**src/rtl/udp_rx_if.sv**
```systemverilog
// Receive-side bus for the UDP/IPv4 receiver: GMII RX byte stream in,
// payload words, packet-done pulse, byte count and source IP out.
interface udp_rx_if;
    logic        gmii_rx_dv;
    logic [7:0]  gmii_rxd;
    logic        rec_en;
    logic [31:0] rec_data;
    logic        rec_pkt_done;
    logic [15:0] rec_byte_num;
    logic [31:0] src_ip;

    // Frame source side (PHY model / bench)
    modport master (
        output gmii_rx_dv, gmii_rxd,
        input  rec_en, rec_data, rec_pkt_done, rec_byte_num, src_ip
    );

    // Receiver side
    modport slave (
        input  gmii_rx_dv, gmii_rxd,
        output rec_en, rec_data, rec_pkt_done, rec_byte_num, src_ip
    );
endinterface

```
**src/rtl/udp_rx.sv**
```systemverilog
// GMII (1000M, one byte per clk) UDP/IPv4 receiver. Strips preamble, Ethernet,
// IPv4 and UDP headers, filters on MAC / EtherType / IP / protocol and delivers
// the UDP payload as big-endian 32-bit words. FCS is not checked here.
module udp_rx #(
    parameter logic [47:0] BOARD_MAC = 48'h00_11_22_33_44_55,
    parameter logic [31:0] BOARD_IP  = {8'd192, 8'd168, 8'd0, 8'd2}
) (
    input  logic clk,
    input  logic rst,
    udp_rx_if.slave bus
);

    typedef enum logic [6:0] {
        st_idle     = 7'b000_0001,
        st_preamble = 7'b000_0010,
        st_eth_head = 7'b000_0100,
        st_ip_head  = 7'b000_1000,
        st_udp_head = 7'b001_0000,
        st_rx_data  = 7'b010_0000,
        st_rx_end   = 7'b100_0000
    } state_t;

    state_t      state_q, state_d;

    logic        dv_p0;
    logic [7:0]  rxd_p0;

    logic [15:0] cnt_q;
    logic [47:0] mac_q;
    logic [7:0]  etype_hi_q;
    logic [3:0]  ihl_q;
    logic [31:0] sip_q;
    logic [7:0]  ulen_hi_q;
    logic [15:0] data_len_q;
    logic [23:0] acc_q;

    logic        rec_en_q;
    logic [31:0] rec_data_q;
    logic        rec_done_q;
    logic [15:0] rec_byte_num_q;
    logic [31:0] src_ip_q;

    logic        eth_ok;
    logic        ip_fail;
    logic [15:0] ip_last;
    logic        data_last;

    // Expected destination-IP byte for IP header bytes 16..19
    function automatic logic [7:0] dip_byte(input logic [1:0] idx);
        case (idx)
            2'd0:    dip_byte = BOARD_IP[31:24];
            2'd1:    dip_byte = BOARD_IP[23:16];
            2'd2:    dip_byte = BOARD_IP[15:8];
            default: dip_byte = BOARD_IP[7:0];
        endcase
    endfunction

    // Final payload word: left-aligned, unused low bytes zero-filled
    function automatic logic [31:0] align_word(input logic [23:0] acc,
                                               input logic [7:0]  b,
                                               input logic [1:0]  pos);
        case (pos)
            2'd0:    align_word = {b, 24'h0};
            2'd1:    align_word = {acc[7:0], b, 16'h0};
            2'd2:    align_word = {acc[15:0], b, 8'h0};
            default: align_word = {acc, b};
        endcase
    endfunction

    // UDP payload length from the 16-bit UDP length field, clamped at zero
    function automatic logic [15:0] payload_len(input logic [15:0] ulen);
        payload_len = (ulen <= 16'd8) ? 16'd0 : ulen - 16'd8;
    endfunction

    assign eth_ok    = ((mac_q == BOARD_MAC) || (mac_q == 48'hffff_ffff_ffff)) &&
                       ({etype_hi_q, rxd_p0} == 16'h0800);
    assign ip_last   = {10'd0, ihl_q, 2'b00} - 16'd1;
    assign ip_fail   = ((cnt_q == 16'd0) && ((rxd_p0[7:4] != 4'd4) || (rxd_p0[3:0] < 4'd5))) ||
                       ((cnt_q == 16'd9) && (rxd_p0 != 8'd17)) ||
                       ((cnt_q >= 16'd16) && (cnt_q <= 16'd19) && (rxd_p0 != dip_byte(cnt_q[1:0])));
    assign data_last = ((cnt_q + 16'd1) == data_len_q);

    // Stage p0: register the GMII inputs once
    always_ff @(posedge clk or posedge rst) begin
        if (rst) begin
            dv_p0  <= 1'b0;
            rxd_p0 <= 8'h00;
        end else begin
            dv_p0  <= bus.gmii_rx_dv;
            rxd_p0 <= bus.gmii_rxd;
        end
    end

    // FSM state register
    always_ff @(posedge clk or posedge rst) begin
        if (rst) state_q <= st_idle;
        else     state_q <= state_d;
    end

    // FSM next state; dv dropping before st_rx_end aborts the frame
    always_comb begin
        state_d = state_q;
        case (state_q)
            st_idle: begin
                if (dv_p0 && (rxd_p0 == 8'h55)) state_d = st_preamble;
            end
            st_preamble: begin
                if (!dv_p0)                                     state_d = st_idle;
                else if ((rxd_p0 == 8'h55) && (cnt_q < 16'd6))  state_d = st_preamble;
                else if ((rxd_p0 == 8'hd5) && (cnt_q == 16'd6)) state_d = st_eth_head;
                else                                            state_d = st_rx_end;
            end
            st_eth_head: begin
                if (!dv_p0)                 state_d = st_idle;
                else if (cnt_q == 16'd13)   state_d = eth_ok ? st_ip_head : st_rx_end;
            end
            st_ip_head: begin
                if (!dv_p0)                 state_d = st_idle;
                else if (ip_fail)           state_d = st_rx_end;
                else if (cnt_q == ip_last)  state_d = st_udp_head;
            end
            st_udp_head: begin
                if (!dv_p0)                 state_d = st_idle;
                else if (cnt_q == 16'd7)    state_d = (data_len_q == 16'd0) ? st_rx_end : st_rx_data;
            end
            st_rx_data: begin
                if (!dv_p0)                 state_d = st_idle;
                else if (data_last)         state_d = st_rx_end;
            end
            st_rx_end: begin
                if (!dv_p0)                 state_d = st_idle;
            end
            default: state_d = st_idle;
        endcase
    end

    // Per-state byte counter and header field capture
    always_ff @(posedge clk or posedge rst) begin
        if (rst) begin
            cnt_q      <= '0;
            mac_q      <= '0;
            etype_hi_q <= '0;
            ihl_q      <= '0;
            sip_q      <= '0;
            ulen_hi_q  <= '0;
            data_len_q <= '0;
            acc_q      <= '0;
        end else begin
            if (state_d != state_q)
                cnt_q <= '0;
            else if ((state_q != st_idle) && (state_q != st_rx_end))
                cnt_q <= cnt_q + 16'd1;

            if (dv_p0) begin
                case (state_q)
                    st_eth_head: begin
                        if (cnt_q < 16'd6)   mac_q      <= {mac_q[39:0], rxd_p0};
                        if (cnt_q == 16'd12) etype_hi_q <= rxd_p0;
                    end
                    st_ip_head: begin
                        if (cnt_q == 16'd0) ihl_q <= rxd_p0[3:0];
                        if ((cnt_q >= 16'd12) && (cnt_q <= 16'd15))
                            sip_q <= {sip_q[23:0], rxd_p0};
                    end
                    st_udp_head: begin
                        if (cnt_q == 16'd4) ulen_hi_q  <= rxd_p0;
                        if (cnt_q == 16'd5) data_len_q <= payload_len({ulen_hi_q, rxd_p0});
                    end
                    st_rx_data: acc_q <= {acc_q[15:0], rxd_p0};
                    default: ;
                endcase
            end
        end
    end

    // Stage p1: output register for payload words, done pulse, count and source IP
    always_ff @(posedge clk or posedge rst) begin
        if (rst) begin
            rec_en_q       <= 1'b0;
            rec_data_q     <= '0;
            rec_done_q     <= 1'b0;
            rec_byte_num_q <= '0;
            src_ip_q       <= '0;
        end else begin
            rec_en_q   <= 1'b0;
            rec_done_q <= 1'b0;
            if (dv_p0 && (state_q == st_udp_head)) begin
                if (cnt_q == 16'd5) rec_byte_num_q <= payload_len({ulen_hi_q, rxd_p0});
                if (cnt_q == 16'd7) begin
                    src_ip_q <= sip_q;
                    if (data_len_q == 16'd0) rec_done_q <= 1'b1;
                end
            end
            if (dv_p0 && (state_q == st_rx_data)) begin
                if (data_last) begin
                    rec_en_q   <= 1'b1;
                    rec_done_q <= 1'b1;
                    rec_data_q <= align_word(acc_q, rxd_p0, cnt_q[1:0]);
                end else if (cnt_q[1:0] == 2'b11) begin
                    rec_en_q   <= 1'b1;
                    rec_data_q <= {acc_q, rxd_p0};
                end
            end
        end
    end

    assign bus.rec_en       = rec_en_q;
    assign bus.rec_data     = rec_data_q;
    assign bus.rec_pkt_done = rec_done_q;
    assign bus.rec_byte_num = rec_byte_num_q;
    assign bus.src_ip       = src_ip_q;

endmodule
```
**src/flat_wrapper.sv**
```systemverilog
// flat-port wrapper written by rule: the top's interface ports become plain ports
module udp_rx_flat 
#(
    parameter logic [47:0] BOARD_MAC = 48'h00_11_22_33_44_55,
    parameter logic [31:0] BOARD_IP  = {8'd192, 8'd168, 8'd0, 8'd2}
)
  (clk, rst, bus_gmii_rx_dv, bus_gmii_rxd, bus_rec_en, bus_rec_data, bus_rec_pkt_done, bus_rec_byte_num, bus_src_ip);
  udp_rx_if bus_i ();
  input  logic clk;
  input  logic rst;
  input wire logic [$bits(bus_i.gmii_rx_dv)-1:0] bus_gmii_rx_dv;
  input wire logic [$bits(bus_i.gmii_rxd)-1:0] bus_gmii_rxd;
  output wire logic [$bits(bus_i.rec_en)-1:0] bus_rec_en;
  output wire logic [$bits(bus_i.rec_data)-1:0] bus_rec_data;
  output wire logic [$bits(bus_i.rec_pkt_done)-1:0] bus_rec_pkt_done;
  output wire logic [$bits(bus_i.rec_byte_num)-1:0] bus_rec_byte_num;
  output wire logic [$bits(bus_i.src_ip)-1:0] bus_src_ip;
  assign bus_i.gmii_rx_dv = bus_gmii_rx_dv;
  assign bus_i.gmii_rxd = bus_gmii_rxd;
  assign bus_rec_en = bus_i.rec_en;
  assign bus_rec_data = bus_i.rec_data;
  assign bus_rec_pkt_done = bus_i.rec_pkt_done;
  assign bus_rec_byte_num = bus_i.rec_byte_num;
  assign bus_src_ip = bus_i.src_ip;
  udp_rx #(.BOARD_MAC(BOARD_MAC), .BOARD_IP(BOARD_IP)) u_core (.clk(clk), .rst(rst), .bus(bus_i));
endmodule
```
**config.mk**
```make
export PLATFORM = sky130hd
export DESIGN_NAME = udp_rx_flat
export DESIGN_NICKNAME = d
export VERILOG_FILES = /design/src/rtl/udp_rx_if.sv /design/src/rtl/udp_rx.sv /design/src/flat_wrapper.sv
export SDC_FILE = /design/constraint.sdc
export NUM_CORES = 1
export LEC_CHECK = 0
export ABC_AREA = 1
export BUFFER_PORTS_ARGS = -buffer_cell sky130_fd_sc_hd__buf_4
export CORE_MARGIN = 2
export CORE_UTILIZATION = 50
export DETAILED_ROUTE_END_ITERATION = 8
export PLACE_DENSITY_LB_ADDON = 0.15
export SYNTH_ARGS = -nofsm -noshare
export SYNTH_HDL_FRONTEND = slang
export SYNTH_SLANG_ARGS = --single-unit
```
**constraint.sdc**
```tcl
create_clock -name clk -period 8.25 [get_ports clk]
set_input_delay 0.825 -clock clk [delete_from_list [all_inputs] [get_ports clk]]
set_output_delay 0.825 -clock clk [all_outputs]
set_load 0.05 [all_outputs]
```
-- After elaboration in Yosys (flattened, before gate mapping)
Index checks and enable logic that the tools add are counted.
- input port bits: 11
- word-level logic and storage cells: 119
- register bits after elaboration: 254
- output and inout bits: 82
- mux-type cells: 32
- reductions and logical operators: 31
- equal/unequal tests: 30
- add/sub/neg operators: 3
- order comparisons: 7
- operators with widths (kind ; number):
    $mux W7 ; 16
    $pmux W32 S3 ; 1
    $eq A16 B3 Y1 const B ; 4
    $mux W32 ; 2
    $pmux W7 S7 ; 1
    $eq A16 B4 Y1 const B ; 3
    $eq A48 B37 Y1 const B ; 1
    $eq A48 B48 Y1 const B ; 1
    $mux W16 ; 3
    $eq A16 B16 Y1 ; 2
    $le A16 B4 Y1 const B ; 2
    $logic_not A16 Y1 ; 2
    $pmux W8 S3 ; 1
    $reduce_and A3 Y1 ; 6
    $add A16 B1 Y16 const B ; 1
    $eq A16 B12 Y1 const B ; 1
    $ge A16 B4 Y1 const B ; 1
    $ge A16 B5 Y1 const B ; 1
    $le A16 B5 Y1 const B ; 1
    $lt A16 B3 Y1 const B ; 1
    $sub A16 B4 Y16 const B ; 1
    $logic_and A1 B1 Y1 ; 12
    $eq A8 B7 Y1 const B ; 1
    $eq A8 B8 Y1 const B ; 1
    22 further kinds ; 37

-- Longest topological paths before layout
- depth after elaboration: 10
- gate-level depth with buffers: 19
- gate-level depth less buffers: 19

-- Worst setup path before layout
No wires, ideal clock.
- path kind: flip-flop to flip-flop
- start: register u_core.ihl_q[0]
- end: register u_core.cnt_q[0]
- slack: 5.887 ns
- path buffers: 3
- setup time: 0.080 ns
- arrival: 2.282 ns
- stages on the path, launching flop included: 16
- clock period less this slack: 2.363 ns
- required time: 8.170 ns
- cells stage by stage: dfrtp_1 > inv_1 > ha_1 > clkbuf_1 > nand2_1 > buf_2 > xor2_1 > nor2_1 > nand3b_1 > nor2_1 > nor2_1 > nand4_1 > a21oi_1 > nand3_2 > buf_2 > nor3_2
- longest elaborated chain between the ends: 8
- elaborated cells on any way between the ends: 9
- those cells by class: add/sub (1); eq/ne (2); mux (5); reduce/logical (1)
- RTL lines (element ; line ; text):
    from (decl) ; udp_rx.sv:31 ; logic [3:0] ihl_q;
    from (signal assigned) ; udp_rx.sv:161 ; if (cnt_q == 16'd0) ihl_q <= rxd_p0[3:0];
    $sub A6 B1 Y7 (*) ; udp_rx.sv:77 ; assign ip_last = {10'd0, ihl_q, 2'b00} - 16'd1;
    $eq A16 B16 Y1 (*) ; udp_rx.sv:120 ; else if (cnt_q == ip_last) state_d = st_udp_head;
    $mux W7 (*) ; udp_rx.sv:120 ;
    $mux W7 (*) ; udp_rx.sv:119 ; else if (ip_fail) state_d = st_rx_end;
    $mux W7 (*) ; udp_rx.sv:118 ; if (!dv_p0) state_d = st_idle;
    $pmux W7 S7 (*) ; udp_rx.sv:103 ; case (state_q)
    $ne A7 B7 Y1 (*) ; udp_rx.sv:149 ; if (state_d != state_q)
    $mux W16 / $reduce_bool A2 Y1 (equally long branches) ; - ;
    to (signal assigned) ; udp_rx.sv:152 ; cnt_q <= cnt_q + 16'd1;
    to (decl) ; udp_rx.sv:28 ; logic [15:0] cnt_q;
Mark *: on every way between the ends. The rest lies on a longest branch, timed or not.
A chain may end at the register's enable or synchronous reset.

-- Final worst setup path
- start: register u_core.cnt_q[1]
- end: register u_core.rec_data_q[15], in the netlist u_core.bus.rec_data[15]
- longest elaborated chain between the ends: 4
- elaborated cells on any way between the ends: 10
- those cells by class: add/sub (1); eq/ne (4); mux (2); reduce/logical (3)
- RTL lines (element ; line ; text):
    $add A16 B1 Y16 ; udp_rx.sv:81 ; assign data_last = ((cnt_q + 16'd1) == data_len_q);
    $eq A16 B16 Y1 ; udp_rx.sv:81 ;
    $reduce_bool A2 Y1 (no source line) ; - ;
    $reduce_and A2 Y1 (no source line) ; - ;
    to (signal assigned) ; udp_rx.sv:198 ; rec_data_q <= align_word(acc_q, rxd_p0, cnt_q[1:0]);
    to (signal assigned) ; udp_rx.sv:201 ; rec_data_q <= {acc_q, rxd_p0};
    to (decl) ; udp_rx.sv:38 ; logic [31:0] rec_data_q;
Several ways; a longest one is shown, not always the timed one.

==> parameters.txt <==
Parameter                              Value

Critical path
  Type of element capturing the critical path ... flip-flop
  Crit Reg-Reg Endpoint ... u_core.bus.rec_data[15]$_DFFE_PP0P_
  Type of the worst setup path ... reg -> reg
  Delay of the slowest cell on the worst path ... 470 ps
  Reg-to-reg startpoint ... u_core.cnt_q[1]$_DFFE_PP0P_
  CP required ... 8730 ps
  Launching element type of the critical path ... flip-flop
  Worst reg2reg path depth ... 15
  Biggest fanout along the worst timing path ... 45
  Highest-delay cell along the critical path ... dfrtp_1
  Worst EP arrival ... 3990 ps
  R2R setup slack ... ~4700 ps
  Most common cell on crit path ... nand3_1
  CP cell instances ... ha_1, nand3_1, nor2_1, nand2_1, nand3_1, inv_1, nor2_1, nand3_1, nor2_2, nand2_4, a21oi_4, inv_2, a21oi_1, o21ai_0, nand2_1

Floorplan
  Horizontal die dimension ... 163 um
  Effective utilization at floorplan ... 50.5%
  Area of the core region ... 25,000 um2
  Number of I/O pins ... 93
  Die height ... 163 um
  Number of cell rows ... 58
  Die area ... around 27,000 um2

Run
  Number of maximum-capacitance constraint violations ... 0

GRT
  Number of antenna violations at the first check in global routing ... 0
  First-pass GRT wire length ... 52,300 um
  Pin count of the biggest net entering global routing ... 121
  Overflow after GRT ... 0
  Via count of the first global-routing pass ... 10,100
  Overall global routing resource usage ... approximately a quarter

Place
  Port Buffers ... 92
  Final weighted congestion in routability-driven placement ... 0.968
  Hpwl dp ... 22,200 um
  Post-Place Setup Slack ... 4790 ps

Routing
  Final wirelength ... 32,100 um
  Starting DRC count in detailed routing ... 869
  Antenna Violating Nets Remaining ... 0
  Via count ... 10,600
  DR WL/cell ... 16.1 um
  Via density per instance ... 5.35
  Detailed-routing iteration count for the pre-antenna-repair pass ... 5
  Detailed-route DRC error count ... 0

Pwr
  Sum of internal, switching and leakage power ... ~3.3 mW
  Leakage power ... 7.00 nW
  Highest ir drop seen on vdd ... 0.161 mV
  Power Dens Cells ... about 230 nW/um2

Clock tree
  Max Buffers Root-to-Sink ... 3
  Clock Tree Root ... clkbuf_16
  H-Tree Depth ... 1
  CTS tree ... yes
  Register clock-pin slew on the reported worst setup and hold paths ... 60 ps
  Total of cells resized after clock tree synthesis ... 0
  Total setup buffers inserted after CTS ... 0
  Number of buffers created by CTS ... 28
  Hold-fix buffers, CTS ... 0
  Clock latency of the later-clocked register in the worst-skew pair ... 550 ps
  Number of sinks driven by the clock tree ... 254

Finish
  Final standard cell utilization of the core ... just under 60%
  Number of nets in the final layout ... 1,660
  Number of diodes ... 0
  Relative area change from synthesis to final layout ... 14.4%
  Fraction of layout instances using a drive strength above 1 ... 12.7%
  Number of fill cells ... 2,338

Yosys
  Gate count of the mapped netlist ... 1,573
  Post-synthesis cell area ... 12,700 um2
  Fraction of registers with async set/reset ... 100%
  Number of flip-flops and latches in the synthesized netlist ... 254
  Total of warnings raised by yosys ... 0
  Number of enable-type register cells in the synthesized netlist ... 0
  Number of different library cells in the post-synthesis netlist ... 43
  Flip-flop cell with the highest count after synthesis ... dfrtp_1
  Mean instance size in the synthesized netlist ... 8.04 um2
  Net count after synthesis ... 1,595
  Proportion of synthesized chip area in sequential cells ... between 50% and 60%

Min path
  Worst-case hold path end point ... u_core.rxd_p0[7]$_DFF_PP0_
  Launch instance of the worst min-delay path ... bus_gmii_rxd[7]
  Hold path depth ... 1
  Type of the worst min-delay path ... in -> reg

Status
  Status ... finished, final reports clean

STA
  Setup violators final ... 0
  Worst-Margin Slew ... ~1000 ps
  Setup Skew ... roughly 22 ps
  Final clock period utilization by the worst path ... 42.5%
  Setup TNS Final ... 0 ps
  Final Hold Viols ... 0
  Highest clock rate ... 285 MHz
  Setup WS post-layout ... 4750 ps
  Remaining max-slew budget at the tightest pin ... 32.9%
  Unrepaired setup endpoints after global routing ... no
  Number of pins with negative max-slew slack in the final report ... 0
  Clock period minus final worst setup slack ... 3500 ps
worst max-delay path by stage:
stage | startpoint | end | slack (ps) | depth (start not counted)
2_1_floorplan | rst | u_core.acc_q[0]$_DFFE_PP0P_ | 440 | 1
3_3_place_gp | u_core.cnt_q[1]$_DFFE_PP0P_ | u_core.bus.rec_data[13]$_DFFE_PP0P_ | 4910 | 15
3_5_place_dp | u_core.cnt_q[1]$_DFFE_PP0P_ | u_core.bus.rec_data[10]$_DFFE_PP0P_ | 4790 | 15
5_1_grt | u_core.cnt_q[1]$_DFFE_PP0P_ | u_core.bus.rec_data[10]$_DFFE_PP0P_ | 4270 | 15
6_report | u_core.cnt_q[1]$_DFFE_PP0P_ | u_core.bus.rec_data[15]$_DFFE_PP0P_ | 4750 | 15
4_1_cts | u_core.cnt_q[1]$_DFFE_PP0P_ | u_core.bus.rec_data[10]$_DFFE_PP0P_ | 4770 | 15
layout make-up:
type	count	area, um2	share of cell area (%)
repair buffers	99	743	5.14
clock inverters	8	121	0.839
well taps	330	413	2.85
clock buffers	43	818	5.66
flip-flops and latches	254	6360	43.9
multi-input cells	1087	5380	37.2
inverters	168	638	4.41
per-layer routing:
metal / GRT usage (%) / share of wire (%)
met1: 36.0 / 47
met2: 38.4 / 45
met3: 2.79 / 4.7
met4: 7.84 / 3.0
met5: 0 / 0
sequential cells by signal (all words and copies together) (netlist names), 4 cells and up:
| signal | count |
|---|---|
| u_core.mac_q | 48 |
| u_core.bus.rec_data | 32 |
| u_core.bus.src_ip | 32 |
| u_core.sip_q | 32 |
| u_core.acc_q | 24 |
| u_core.bus.rec_byte_num | 16 |
| u_core.cnt_q | 16 |
| u_core.data_len_q | 16 |
| u_core.etype_hi_q | 8 |
| u_core.rxd_p0 | 8 |
| u_core.ulen_hi_q | 8 |
| u_core.state_q | 7 |
| u_core.ihl_q | 4 |
logic make-up after synthesis:
logic type	count (synthesis)	synth area share, %
AOI/OAI and AO/OA	249	11.1
xor gates and xnor gates	13	1.23
adders and majority gates	11	1.09
buffers and inverters	232	7.31
DFF	254	50.3
muxes	16	1.42
and+or+nand+nor	798	27.6
worst max-delay path, delay by kind of cell (launching register included):
kind            cells  cell delay (ps)
fa+ha+maj           1              310
buf+inv             2              510
flops               1              470
simple gates        9             1320
compound gates      3              800
cell usage in the layout (no fill, tap or decap), types with 8 or more instances in the layout:
cell type	n
a21oi_1	17
buf_4	99
clkbuf_1	10
clkbuf_16	29
dfrtp_1	253
ha_1	11
inv_1	158
mux2_2	16
nand2_1	471
nand3_1	85
nand4_1	44
nor2_1	108
nor2_4	8
nor3_1	33
nor3_2	10
nor4_1	9
o211ai_1	15
o21ai_0	180
o22ai_1	12
xor2_1	10
power breakdown:
group	switching [mW]	internal [mW]	leakage, nW
sequential	0.0857	1.29	3.50
clock	0.500	0.774	0.456
combinational	0.453	0.214	3.04
through the flow:
step           std cells  hold WS (ps)  cell area (um2)
2_1_floorplan       1573           450            12700
3_3_place_gp        1938           455            13500
3_5_place_dp        1938           463            13500
4_1_cts             1989           368            14500
5_1_grt             1989           374            14500
6_report            1989           384            14500
synth_stat cells (all sizes together), types with 3 or more instances:
library cell	instances	area, um2
dfrtp	253	6330
nand3b	5	37.5
buf	25	148
o21bai	3	22.5
o31ai	8	95.1
a21oi	18	101
mux2	16	180
nand2	476	1800
nand4	44	275
clkinv	4	15.0
nor4	9	56.3
or2	7	43.8
xor2	10	87.6
clkbuf	39	146
xnor3	3	67.6
o211ai	15	113
o221ai	6	52.6
inv	164	616
nor3	43	265
nand3	87	445
o22ai	12	75.1
nor2	123	537
nor3b	3	27.5
o21ai	185	926
ha	11	138
Note: power is estimated with default switching activity, not from simulation.
